<file path="src/rtl/fb_access_sched_if.sv">
// Framebuffer access bus: scanout read, draw write, clear control and RAM port.
// The scheduler takes the slave modport; the surrounding logic and RAM take master.
interface fb_access_sched_if #(
   parameter int PIX_W  = 8,
   parameter int ADDR_W = 16
);
   logic              rd_req;
   logic [8:0]        rd_x;
   logic [8:0]        rd_y;
   logic              rd_valid;
   logic [PIX_W-1:0]  rd_data;
   logic              wr_valid;
   logic              wr_ready;
   logic [8:0]        wr_x;
   logic [8:0]        wr_y;
   logic [PIX_W-1:0]  wr_data;
   logic              clr_start;
   logic [PIX_W-1:0]  clr_color;
   logic              clr_busy;
   logic [ADDR_W-1:0] mem_addr;
   logic              mem_we;
   logic [PIX_W-1:0]  mem_wdata;
   logic [PIX_W-1:0]  mem_rdata;

   modport slave (
      input  rd_req, rd_x, rd_y, wr_valid, wr_x, wr_y, wr_data,
             clr_start, clr_color, mem_rdata,
      output rd_valid, rd_data, wr_ready, clr_busy, mem_addr, mem_we, mem_wdata
   );

   modport master (
      output rd_req, rd_x, rd_y, wr_valid, wr_x, wr_y, wr_data,
             clr_start, clr_color, mem_rdata,
      input  rd_valid, rd_data, wr_ready, clr_busy, mem_addr, mem_we, mem_wdata
   );
endinterface

</file>
<file path="src/rtl/fb_access_sched.sv">
// Framebuffer access scheduler: scanout read > clear engine > draw write on one RAM port.
// Optional FB_STATS_EN adds drop_cnt, a saturating count of dropped out-of-range writes.
//
// state    | meaning
// ST_IDLE  | no clear running; draw writes may be granted
// ST_CLEAR | filling the frame with the latched color, one pixel per free cycle
module fb_access_sched #(
   parameter int WIDTH  = 200,
   parameter int HEIGHT = 150,
   parameter int PIX_W  = 8,
   parameter int ADDR_W = 16
) (
   input  logic        clk,
   input  logic        rst,
`ifdef FB_STATS_EN
   output logic [15:0] drop_cnt,
`endif
   fb_access_sched_if.slave bus
);
   localparam logic [0:0] ST_IDLE  = 1'b0;
   localparam logic [0:0] ST_CLEAR = 1'b1;

   localparam logic [8:0]        X_LIM    = 9'(WIDTH);
   localparam logic [8:0]        Y_LIM    = 9'(HEIGHT);
   localparam logic [ADDR_W-1:0] WIDTH_A  = ADDR_W'(WIDTH);
   localparam logic [ADDR_W-1:0] LAST_PIX = ADDR_W'(WIDTH * HEIGHT - 1);

   logic [0:0]        state;
   logic [ADDR_W-1:0] clr_cnt;
   logic [PIX_W-1:0]  clr_col;
   logic [ADDR_W-1:0] mem_addr;
   logic              mem_we;
   logic [PIX_W-1:0]  mem_wdata;
   logic              rd_p1, rd_p1_inr, rd_p2, rd_p2_inr;
   logic              rd_valid;
   logic [PIX_W-1:0]  rd_data;

   logic [ADDR_W-1:0] rd_eff, wr_eff;
   logic              rd_inr, wr_inr, clr_busy, wr_ready;

   assign rd_eff = ADDR_W'(bus.rd_y) * WIDTH_A + ADDR_W'(bus.rd_x);
   assign wr_eff = ADDR_W'(bus.wr_y) * WIDTH_A + ADDR_W'(bus.wr_x);
   assign rd_inr = (bus.rd_x < X_LIM) && (bus.rd_y < Y_LIM);
   assign wr_inr = (bus.wr_x < X_LIM) && (bus.wr_y < Y_LIM);

   assign clr_busy = (state == ST_CLEAR);
   assign wr_ready = !bus.rd_req && !clr_busy;

   assign bus.clr_busy  = clr_busy;
   assign bus.wr_ready  = wr_ready;
   assign bus.mem_addr  = mem_addr;
   assign bus.mem_we    = mem_we;
   assign bus.mem_wdata = mem_wdata;
   assign bus.rd_valid  = rd_valid;
   assign bus.rd_data   = rd_data;

   // RAM port arbitration and clear FSM share one block since both steer mem_*.
   always_ff @(posedge clk or posedge rst) begin
      if (rst) begin
         state     <= ST_IDLE;
         clr_cnt   <= '0;
         clr_col   <= '0;
         mem_addr  <= '0;
         mem_we    <= 1'b0;
         mem_wdata <= '0;
      end else begin
         if (bus.rd_req) begin
            mem_addr <= rd_eff;
            mem_we   <= 1'b0;
         end else if (state == ST_CLEAR) begin
            mem_addr  <= clr_cnt;
            mem_wdata <= clr_col;
            mem_we    <= 1'b1;
            clr_cnt   <= clr_cnt + 1'b1;
            if (clr_cnt == LAST_PIX)
               state <= ST_IDLE;
         end else if (bus.wr_valid && wr_inr) begin
            mem_addr  <= wr_eff;
            mem_wdata <= bus.wr_data;
            mem_we    <= 1'b1;
         end else begin
            mem_we <= 1'b0;
         end

         if (state == ST_IDLE && bus.clr_start) begin
            state   <= ST_CLEAR;
            clr_col <= bus.clr_color;
            clr_cnt <= '0;
         end
      end
   end

   // Out-of-range reads still flow down the pipe so scanout keeps a fixed latency.
   always_ff @(posedge clk or posedge rst) begin
      if (rst) begin
         rd_p1     <= 1'b0;
         rd_p1_inr <= 1'b0;
         rd_p2     <= 1'b0;
         rd_p2_inr <= 1'b0;
         rd_valid  <= 1'b0;
         rd_data   <= '0;
      end else begin
         rd_p1     <= bus.rd_req;
         rd_p1_inr <= rd_inr;
         rd_p2     <= rd_p1;
         rd_p2_inr <= rd_p1_inr;
         rd_valid  <= rd_p2;
         if (rd_p2)
            rd_data <= rd_p2_inr ? bus.mem_rdata : '0;
      end
   end

`ifdef FB_STATS_EN
   always_ff @(posedge clk or posedge rst) begin
      if (rst)
         drop_cnt <= '0;
      else if (bus.wr_valid && wr_ready && !wr_inr && drop_cnt != 16'hFFFF)
         drop_cnt <= drop_cnt + 1'b1;
   end
`endif

endmodule

</file>
<file path="src/flat_wrapper.sv">
// flat-port wrapper written by rule: the top's interface ports become plain ports
module fb_access_sched_flat 
#(
   parameter int WIDTH  = 200,
   parameter int HEIGHT = 150,
   parameter int PIX_W  = 8,
   parameter int ADDR_W = 16
)
  (clk, rst, bus_rd_req, bus_rd_x, bus_rd_y, bus_wr_valid, bus_wr_x, bus_wr_y, bus_wr_data, bus_clr_start, bus_clr_color, bus_mem_rdata, bus_rd_valid, bus_rd_data, bus_wr_ready, bus_clr_busy, bus_mem_addr, bus_mem_we, bus_mem_wdata);
  fb_access_sched_if #(.PIX_W(PIX_W), .ADDR_W(ADDR_W)) bus_i ();
  input  logic clk;
  input  logic rst;
  input wire logic [$bits(bus_i.rd_req)-1:0] bus_rd_req;
  input wire logic [$bits(bus_i.rd_x)-1:0] bus_rd_x;
  input wire logic [$bits(bus_i.rd_y)-1:0] bus_rd_y;
  input wire logic [$bits(bus_i.wr_valid)-1:0] bus_wr_valid;
  input wire logic [$bits(bus_i.wr_x)-1:0] bus_wr_x;
  input wire logic [$bits(bus_i.wr_y)-1:0] bus_wr_y;
  input wire logic [$bits(bus_i.wr_data)-1:0] bus_wr_data;
  input wire logic [$bits(bus_i.clr_start)-1:0] bus_clr_start;
  input wire logic [$bits(bus_i.clr_color)-1:0] bus_clr_color;
  input wire logic [$bits(bus_i.mem_rdata)-1:0] bus_mem_rdata;
  output wire logic [$bits(bus_i.rd_valid)-1:0] bus_rd_valid;
  output wire logic [$bits(bus_i.rd_data)-1:0] bus_rd_data;
  output wire logic [$bits(bus_i.wr_ready)-1:0] bus_wr_ready;
  output wire logic [$bits(bus_i.clr_busy)-1:0] bus_clr_busy;
  output wire logic [$bits(bus_i.mem_addr)-1:0] bus_mem_addr;
  output wire logic [$bits(bus_i.mem_we)-1:0] bus_mem_we;
  output wire logic [$bits(bus_i.mem_wdata)-1:0] bus_mem_wdata;
  assign bus_i.rd_req = bus_rd_req;
  assign bus_i.rd_x = bus_rd_x;
  assign bus_i.rd_y = bus_rd_y;
  assign bus_i.wr_valid = bus_wr_valid;
  assign bus_i.wr_x = bus_wr_x;
  assign bus_i.wr_y = bus_wr_y;
  assign bus_i.wr_data = bus_wr_data;
  assign bus_i.clr_start = bus_clr_start;
  assign bus_i.clr_color = bus_clr_color;
  assign bus_i.mem_rdata = bus_mem_rdata;
  assign bus_rd_valid = bus_i.rd_valid;
  assign bus_rd_data = bus_i.rd_data;
  assign bus_wr_ready = bus_i.wr_ready;
  assign bus_clr_busy = bus_i.clr_busy;
  assign bus_mem_addr = bus_i.mem_addr;
  assign bus_mem_we = bus_i.mem_we;
  assign bus_mem_wdata = bus_i.mem_wdata;
  fb_access_sched #(.WIDTH(WIDTH), .HEIGHT(HEIGHT), .PIX_W(PIX_W), .ADDR_W(ADDR_W)) u_core (.clk(clk), .rst(rst), .bus(bus_i));
endmodule
</file>
<file path="config.mk">
export PLATFORM = sky130hd
export DESIGN_NAME = fb_access_sched_flat
export DESIGN_NICKNAME = d
export VERILOG_FILES = /design/src/rtl/fb_access_sched_if.sv /design/src/rtl/fb_access_sched.sv /design/src/flat_wrapper.sv
export SDC_FILE = /design/constraint.sdc
export NUM_CORES = 1
export LEC_CHECK = 0
export BUFFER_PORTS_ARGS = -buffer_cell sky130_fd_sc_hd__buf_2
export CELL_PAD_IN_SITES_DETAIL_PLACEMENT = 0
export CELL_PAD_IN_SITES_GLOBAL_PLACEMENT = 1
export CORE_ASPECT_RATIO = 0.7
export CORE_MARGIN = 2
export CORE_UTILIZATION = 43
export DETAILED_ROUTE_END_ITERATION = 16
export PLACE_DENSITY_LB_ADDON = 0.1
export SETUP_SLACK_MARGIN = 0.05
export SYNTH_ARGS = -nofsm -noshare
export SYNTH_HDL_FRONTEND = slang
export SYNTH_SLANG_ARGS = --single-unit
</file>
<file path="constraint.sdc">
create_clock -name clk -period 2.7 [get_ports clk]
set_input_delay 0.54 -clock clk [delete_from_list [all_inputs] [get_ports clk]]
set_output_delay 0.54 -clock clk [all_outputs]
set_load 0.005 [all_outputs]
</file>
# Word-level counts from Yosys, hierarchy flattened
# Index checks and enable logic that the tools add are counted.
dict set report classes {
  addsub 3
  mul 2
  order_cmp 4
  n_eq_ne 2
  mux 16
  n_bitwise 2
  n_reduce_logical 12
}
# op count
set ops {}
lappend ops {{16-bit two-way mux} 6}
lappend ops {{9-bit by 8-bit < comparator with 1-bit output, second input constant} 4}
lappend ops {{16-bit by 9-bit adder with 16-bit output} 2}
lappend ops {{9-bit by 5-bit multiplier with 13-bit output, second input constant} 2}
lappend ops {{8-bit two-way mux} 3}
lappend ops {{16-bit by 1-bit adder with 16-bit output, second input constant} 1}
lappend ops {{16-bit by 15-bit equality test with 1-bit output, second input constant} 1}
lappend ops {{1-bit two-way mux} 7}
lappend ops {{1-bit logical AND} 5}
lappend ops {{2-bit AND reduction} 2}
lappend ops {{2-bit nonzero test} 2}
lappend ops {{3-bit nonzero test} 1}
lappend ops {{1-bit logical NOT} 2}
lappend ops {{2-bit by 1-bit inequality test with 1-bit output, second input constant} 1}
lappend ops {{1-bit NOT} 2}
dict set report totals {
  register_bits 63
  input_bits 65
  out_inout_bits 36
  elab_cells 53
}

# Depth between registers and ports, before layout
# Gate-level depths: netlist of the first run.
dict set report logic_depth {
  ltp_word 6
  depth_mapped 15
  ltp_nobuf 15
}

# Worst setup path after synthesis of the first run
# No wires, ideal clock.
dict set report synth_timing {
  kind {input port to flip-flop}
  start {in bus_wr_y[4]}
  end {reg u_core.mem_addr[15], in the netlist u_core.bus.mem_addr[15]}
  setup_time_ns 0.082
  arrival_time_ns 3.356
  t_required_ns 2.618
  setup_slack_ns -0.738
  cell_stages 13
  n_path_buf 0
  path_cell_list {ha_1 ha_1 inv_1 fa_1 inv_1 ha_1 a21o_1 a31o_1 nor3_1 and4b_1 nand4_1 mux2_4 a22oi_2}
}
dict set report synth_between {
  elab_chain_cells 5
  word_cells_on_any_way 9
  classes_between {add/sub (1); mul (1); order compare (1); mux (3); reduce/logical (3)}
}
# item line_no
set synth_rtl {}
lappend synth_rtl {{from (decl)} flat_wrapper.sv:18} ;# input wire logic [$bits(bus_i.wr_y)-1:0] bus_wr_y;
lappend synth_rtl {{9-bit by 5-bit multiplier with 13-bit output} fb_access_sched.sv:42} ;# assign wr_eff = ADDR_W'(bus.wr_y) * WIDTH_A + ADDR_W'(bus.wr_x);
lappend synth_rtl {{16-bit by 9-bit adder with 16-bit output} fb_access_sched.sv:42}
lappend synth_rtl {{16-bit two-way mux} fb_access_sched.sv:77} ;# end else if (bus.wr_valid && wr_inr) begin
lappend synth_rtl {{16-bit two-way mux} fb_access_sched.sv:70} ;# end else if (state == ST_CLEAR) begin
lappend synth_rtl {{16-bit two-way mux} fb_access_sched.sv:67} ;# if (bus.rd_req) begin
lappend synth_rtl {{to (signal assigned)} fb_access_sched.sv:68} ;# mem_addr <= rd_eff;
lappend synth_rtl {{to (signal assigned)} fb_access_sched.sv:71} ;# mem_addr <= clr_cnt;
lappend synth_rtl {{to (signal assigned)} fb_access_sched.sv:78} ;# mem_addr <= wr_eff;
lappend synth_rtl {{to (decl)} fb_access_sched.sv:31} ;# logic [ADDR_W-1:0] mem_addr;
# Several ways; a longest one is shown, not always the timed one. The select of a mux whose other input is x is not followed.
# A chain may end at the register's enable or synchronous reset.

# Final worst setup path of the first run
dict set report layout_timing {
  start {in bus_wr_y[5]}
  end {reg u_core.mem_addr[15], in the netlist u_core.bus.mem_addr[15]}
}
# The elaborated chain is that of the path after synthesis.

==> metrics, run 1 <==
status=finished with violations; failing checks=setup timing; RR Endpoint=u_core.bus.mem_addr[14]$_DFFE_PP0P_; # port buffers=100; Cell variety after synth=74; crit path launch type=input port; total number of vias=~5k; async set or reset register ratio after synthesis=100%; Final Max Slew Viols=0; Ant. Diodes=0; I/O pin count=around 100; Peak Freq=~0.31 GHz; Longest Clk Path Bufs=2; Power Dens Cells=625 nW/um2; Worst path most repeated cell=ha_4; GPL Wtd Cong=around 0.86; Final period util=118%; Yosys warnings=0; Slew @ Worst Pin=0.695 ns; most frequent cells in the layout=buf_4 (96), buf_2 (90), nand2_1 (75), dfrtp_1 (63), o21ai_0 (55); Top delay family on crit path=adder cells; H-tree depth=3; CTS clock-pin slew for the worst setup and hold paths=0.06 ns; Num CTS Buffers=9; DRT iter0 DRCs=approximately 260; Yosys top cell area share=29.6%; synthesized area=5330 um2; layout cells sized above 1=39.3%; FP Rows=33; Total GRT Usage=between 20% and 30%; router iterations before antenna repair=4; first-pass GRT wire length=roughly 25000 um; vias in the first global route=5087; area delta synth->final=44.8%; Post-DP HPWL=around 12000 um; crit path max-delay cell type=fa_1; Syn Inst Count=roughly 600; initial antenna violation count=0; sequential-to-total area share from yosys stat=29.6%; grt total ovfl=0; Leak Pwr=3.76 nW; CP required=2.95 ns; clk_skew=around 0.013 ns; core area=11900 um2; DR vias/cell=5.23; largest net degree at the start of global routing=31; full die area=13300 um2; ys flop type=dfrtp_1; routed length per instance=15.6 um; TritonCTS clock tree=yes; endpoints failing setup=7; cells along the critical path=buf_6 -> ha_4 -> ha_4 -> inv_2 -> fa_1 -> inv_2 -> ha_4 -> a21o_1 -> a31o_1 -> o21a_1 -> o211ai_2 -> nand4_1 -> mux2_4 -> a22oi_2; floorplan die width=137 um; worst hold path type=input port to async pin; max_cap viols=0; WL final=approximately 15000 um; # fillers=1032; DRC errors left=0; die height=between 90 and 100 um; layout net count=roughly 950; Total Power=4.82 mW; R2R depth=5; commonest non-fill, non-tap cell in the layout=buf_4; Worst Path Arrival=3.45 ns; clock net sink count=63; post-synth net total=757; root buffer cell=clkbuf_16; peak supply drop=just under 300 uV; crit path capture type=register; leading area contributor after synthesis=dfrtp_1; RSZ-0062 raised after global routing=yes; hold slack=a little over 0.3 ns; ANT nets after route=0; #FFs+latches synth=63; clock latency at the later pin of the worst-skew pair=0.33 ns; Hold Fails Final Rpt=0; Sum Neg Setup Slack=-2.63 ns; Worst Path Max Fanout=4; Post-CTS Hold Fix Bufs=0; Critical Path Max Stage Delay=0.51 ns; final core utilization=64.8%; Synth area leaders=dfrtp_1 (30%), ha_1 (19%), o21ai_0 (5.5%); syn_area_per_cell=8.83 um2; slew margin rel.=between 50% and 60%; WS Path Type=input port to register; reg2reg start=u_core.bus.clr_busy$_DFFE_PP0P_; WP buf/inv=3; final worst path period need=3.20 ns; number of synthesized flops with an enable pin=0; R2R Setup Slk=0.57 ns; final worst setup slack=-0.497 ns; Starting Density=44.8%
## metal layers
| layer | global-route usage (%) | vias up | routed length, um |
|---|---|---|---|
| met2 | 38.7 | 105 | 7040 |
| met3 | 3.44 | 10 | 603 |
| met5 | 0 | - | 0 |
| met1 | 32.2 | 2367 | 7150 |
| met4 | 4.28 | 0 | 121 |
| li1 | - | 2521 | - |
## stage by stage
step	cells	cell area [um2]	setup WS, ns
floorplan	603	5680	-0.544
global placement	933	6980	-0.832
detailed placement	933	6980	-0.916
CTS	956	7640	-0.467
global route	957	7710	-0.655
finish	957	7710	-0.497
## worst max-delay path by stage
stage | endpoint | cells past startpoint | slack [ns] | start
6_report | u_core.bus.mem_addr[15]$_DFFE_PP0P_ | 14 | -0.50 | bus_wr_y[5]
5_1_grt | u_core.bus.mem_addr[13]$_DFFE_PP0P_ | 16 | -0.66 | bus_rd_y[3]
4_1_cts | u_core.bus.mem_addr[13]$_DFFE_PP0P_ | 12 | -0.47 | bus_rd_y[3]
3_5_place_dp | u_core.bus.mem_addr[15]$_DFFE_PP0P_ | 16 | -0.92 | bus_rd_y[3]
3_3_place_gp | u_core.bus.mem_addr[15]$_DFFE_PP0P_ | 13 | -0.83 | bus_wr_y[2]
2_1_floorplan | u_core.bus.mem_addr[14]$_DFFE_PP0P_ | 15 | -0.54 | bus_rd_y[3]
## state kept, by name (all words and copies together) (netlist names)
register and count:
u_core.bus.clr_busy 1, u_core.bus.mem_addr 16, u_core.bus.mem_wdata 8, u_core.bus.mem_we 1, u_core.bus.rd_data 8, u_core.bus.rd_valid 1
u_core.clr_cnt 16, u_core.clr_col 8, u_core.rd_p1 1, u_core.rd_p1_inr 1, u_core.rd_p2 1, u_core.rd_p2_inr 1
## power by group
| part | leakage (nW) | total, mW | switching, mW | internal, mW |
|---|---|---|---|---|
| sequential | 0.813 | 1.19 | 0.112 | 1.08 |
| clock | 0.145 | 1.18 | 0.435 | 0.742 |
| combinational | 2.80 | 2.45 | 1.16 | 1.28 |
## area by class of cell
cell class	count	area, um2	share of cell area, %
Timing Repair Buffer	198	1330	17.2
Multi-Input combinational cell	459	4050	52.6
Inverter	64	253	3.28
Sequential cell	63	1580	20.4
Tap cell	157	196	2.55
Clock inverter	6	67.6	0.876
Clock buffer	10	239	3.10
## synthesized netlist by cell type, types with 2 or more instances
master and count:
buf_1 2, o311ai_1 2, xnor2_1 16, a32oi_1 2
a211o_1 2, nor2_1 37, o21a_1 2, o211ai_1 4
a31o_2 2, a21oi_1 28, nand2_1 77, and4_1 2
and2_1 3, nand3_1 15, o31ai_1 2, fa_1 10
a221o_1 2, and3_1 2, o21ai_1 4, o21ai_0 58
or3_1 2, mux2i_1 14, a222oi_1 3, nor3_1 6
a211oi_1 3, inv_1 63, clkbuf_1 13, ha_1 79
nor2b_1 6, xor2_1 10, nand2b_1 5, a211oi_2 2
nand4_1 7, nor4_1 2, or2_2 2, o22ai_1 2
a221oi_1 3, dfrtp_1 63, nand3b_1 2, a21o_1 6
a31oi_1 5
## logic make-up after synthesis
kind of cell               Yosys count  synth area share (%)
DFF                                 63                  29.6
and+or+nand+nor                    180                  16.3
adders and majority gates           89                  22.3
muxes                               15                  2.91
AOI/OAI and AO/OA                  149                  18.8
buffers and inverters               81                  5.80
xor gates and xnor gates            26                  4.28
## timing repair
| action | CTS | global route |
|---|---|---|
| gates cloned | 0 | 0 |
| resized for setup | 61 | 12 |
| setup buffers | 8 | 1 |
| endpoints found under the setup margin | 8 | 8 |
| pin swaps | 55 | 13 |
Note: power is estimated with default switching activity, not from simulation.
==> inputs of run 2 (changes only) <==
Settings changed: RECOVER_POWER set to 100.
==> metrics, run 2 (synthesis gave the netlist of run 1 again) <==
clk_skew=0.0123 ns; worst hold path type=register to register; DRC errors left=0; router iterations before antenna repair=5; vias in the first global route=5087; most frequent cells in the layout=buf_4 (88), nand2_1 (75), buf_2 (69), dfrtp_1 (63), o21ai_0 (55); Final period util=118%; routed length per instance=approximately 16 um; CTS clock-pin slew for the worst setup and hold paths=~0.06 ns; WP buf/inv=3; Peak Freq=about 0.31 GHz; Top delay family on crit path=adder cells; Ant. Diodes=0; design area=7660 um2; grt total ovfl=0; floorplan die width=~140 um; DRT iter0 DRCs=~240; layout cells sized above 1=35.9%; crit path capture type=register; Hold Fails Final Rpt=0; Critical Path Max Stage Delay=slightly above 0.5 ns; Total GRT Usage=23.2%; WL final=14900 um; post-place setup slack=-0.916 ns; total number of vias=5011; Placement Cell Area=6980 um2; final core utilization=between 60% and 70%; Total Power=about 4.8 mW; max_cap viols=0; Final Max Slew Viols=0; initial antenna violation count=0; clock net sink count=63; Longest Clk Path Bufs=2; placed insts=933; crit path launch type=input port; area delta synth->final=43.9%; WS Path Type=input port to register; Post-CTS Hold Fix Bufs=0; fin cells=~960; peak supply drop=294 uV; Starting Density=44.8%; RSZ-0062 raised after global routing=yes; TritonCTS clock tree=yes; endpoints failing setup=7; ANT nets after route=0; full die area=between 10000 and 15000 um2; final worst path period need=3.20 ns; commonest non-fill, non-tap cell in the layout=buf_4; die height=97.1 um; CP required=2.95 ns; hold slack=0.346 ns; cells along the critical path=buf_6 -> ha_4 -> ha_4 -> inv_2 -> fa_1 -> inv_2 -> ha_4 -> a21o_1 -> a31o_1 -> o21a_1 -> o211ai_2 -> nand4_1 -> mux2_4 -> a22oi_2; Power Dens Cells=627 nW/um2; first-pass GRT wire length=24800 um; root buffer cell=clkbuf_16; DR vias/cell=around 5.2; status=finished with violations; clock latency at the later pin of the worst-skew pair=0.33 ns; GPL Wtd Cong=0.858; Worst Path Max Fanout=4; Post-DP HPWL=11800 um; # port buffers=100; crit path max-delay cell type=fa_1; Slew @ Worst Pin=about 1.2 ns; layout net count=949; largest net degree at the start of global routing=31; Worst Path Arrival=about 3.4 ns; Sum Neg Setup Slack=-2.71 ns; failing checks=setup timing; biggest regs=u_core.bus.mem_addr (16), u_core.clr_cnt (16); final worst setup slack=-0.498 ns; Worst path most repeated cell=ha_4; H-tree depth=3; I/O pin count=101; slew margin rel.=22.7%; Num CTS Buffers=9; Leak Pwr=3.67 nW; FP Rows=33; core area=11900 um2
-- run 2: cell types whose count changed in the layout (fill, tap and decap cells not counted), sizes merged --
cell    change
buf        -29
clkbuf     +29
-- run 2: final cells by class --
class                      count  area, um2
tap                          157        196
timing repair buffer         198       1280
sequential                    63       1580
clock inverter                 6       67.6
inverter                      64        253
multi-input combinational    459       4050
clock buffer                  10        239
fill                        1045       4230
-- run 2: report_power, final --
group	leakage (nW)	switching, mW	internal, mW
sequential	0.813	0.114	1.08
combinational	2.71	1.16	1.27
clock	0.145	0.433	0.742
total	3.67	1.71	3.09
-- run 2: final timing paths --
path	startpoint	cells after the start	slack, ns	end
worst min register to register	u_core.rd_p1_inr$_DFF_PP0_	0	0.35	u_core.rd_p2_inr$_DFF_PP0_
min in group asynchronous	rst	2	0.51	u_core.bus.rd_data[4]$_DFFE_PP0P_
worst min-delay path	u_core.rd_p1_inr$_DFF_PP0_	0	0.35	u_core.rd_p2_inr$_DFF_PP0_
worst max-delay path	bus_wr_y[5]	14	-0.50	u_core.bus.mem_addr[15]$_DFFE_PP0P_
worst max register to register	u_core.bus.clr_busy$_DFFE_PP0P_	6	0.41	u_core.bus.mem_addr[14]$_DFFE_PP0P_
max in group asynchronous	rst	3	0.73	u_core.clr_col[2]$_DFFE_PP0P_
-- run 2: what timing repair did --
item	4_1_cts	5_1_grt
pin swaps	55	13
setup buffers	8	1
gates resized for setup	61	12
endpoints found under the setup margin	8	8
-- run 2: per-layer routing --
metal	global-route usage, %	wire length (um)	part of all wire, %	up-vias
met3	3.44	653	4.4	10
met2	38.7	7050	47	112
met5	0	0	0	-
met4	4.28	104	0.70	0
li1	-	-	-	2518
met1	32.2	7120	48	2371
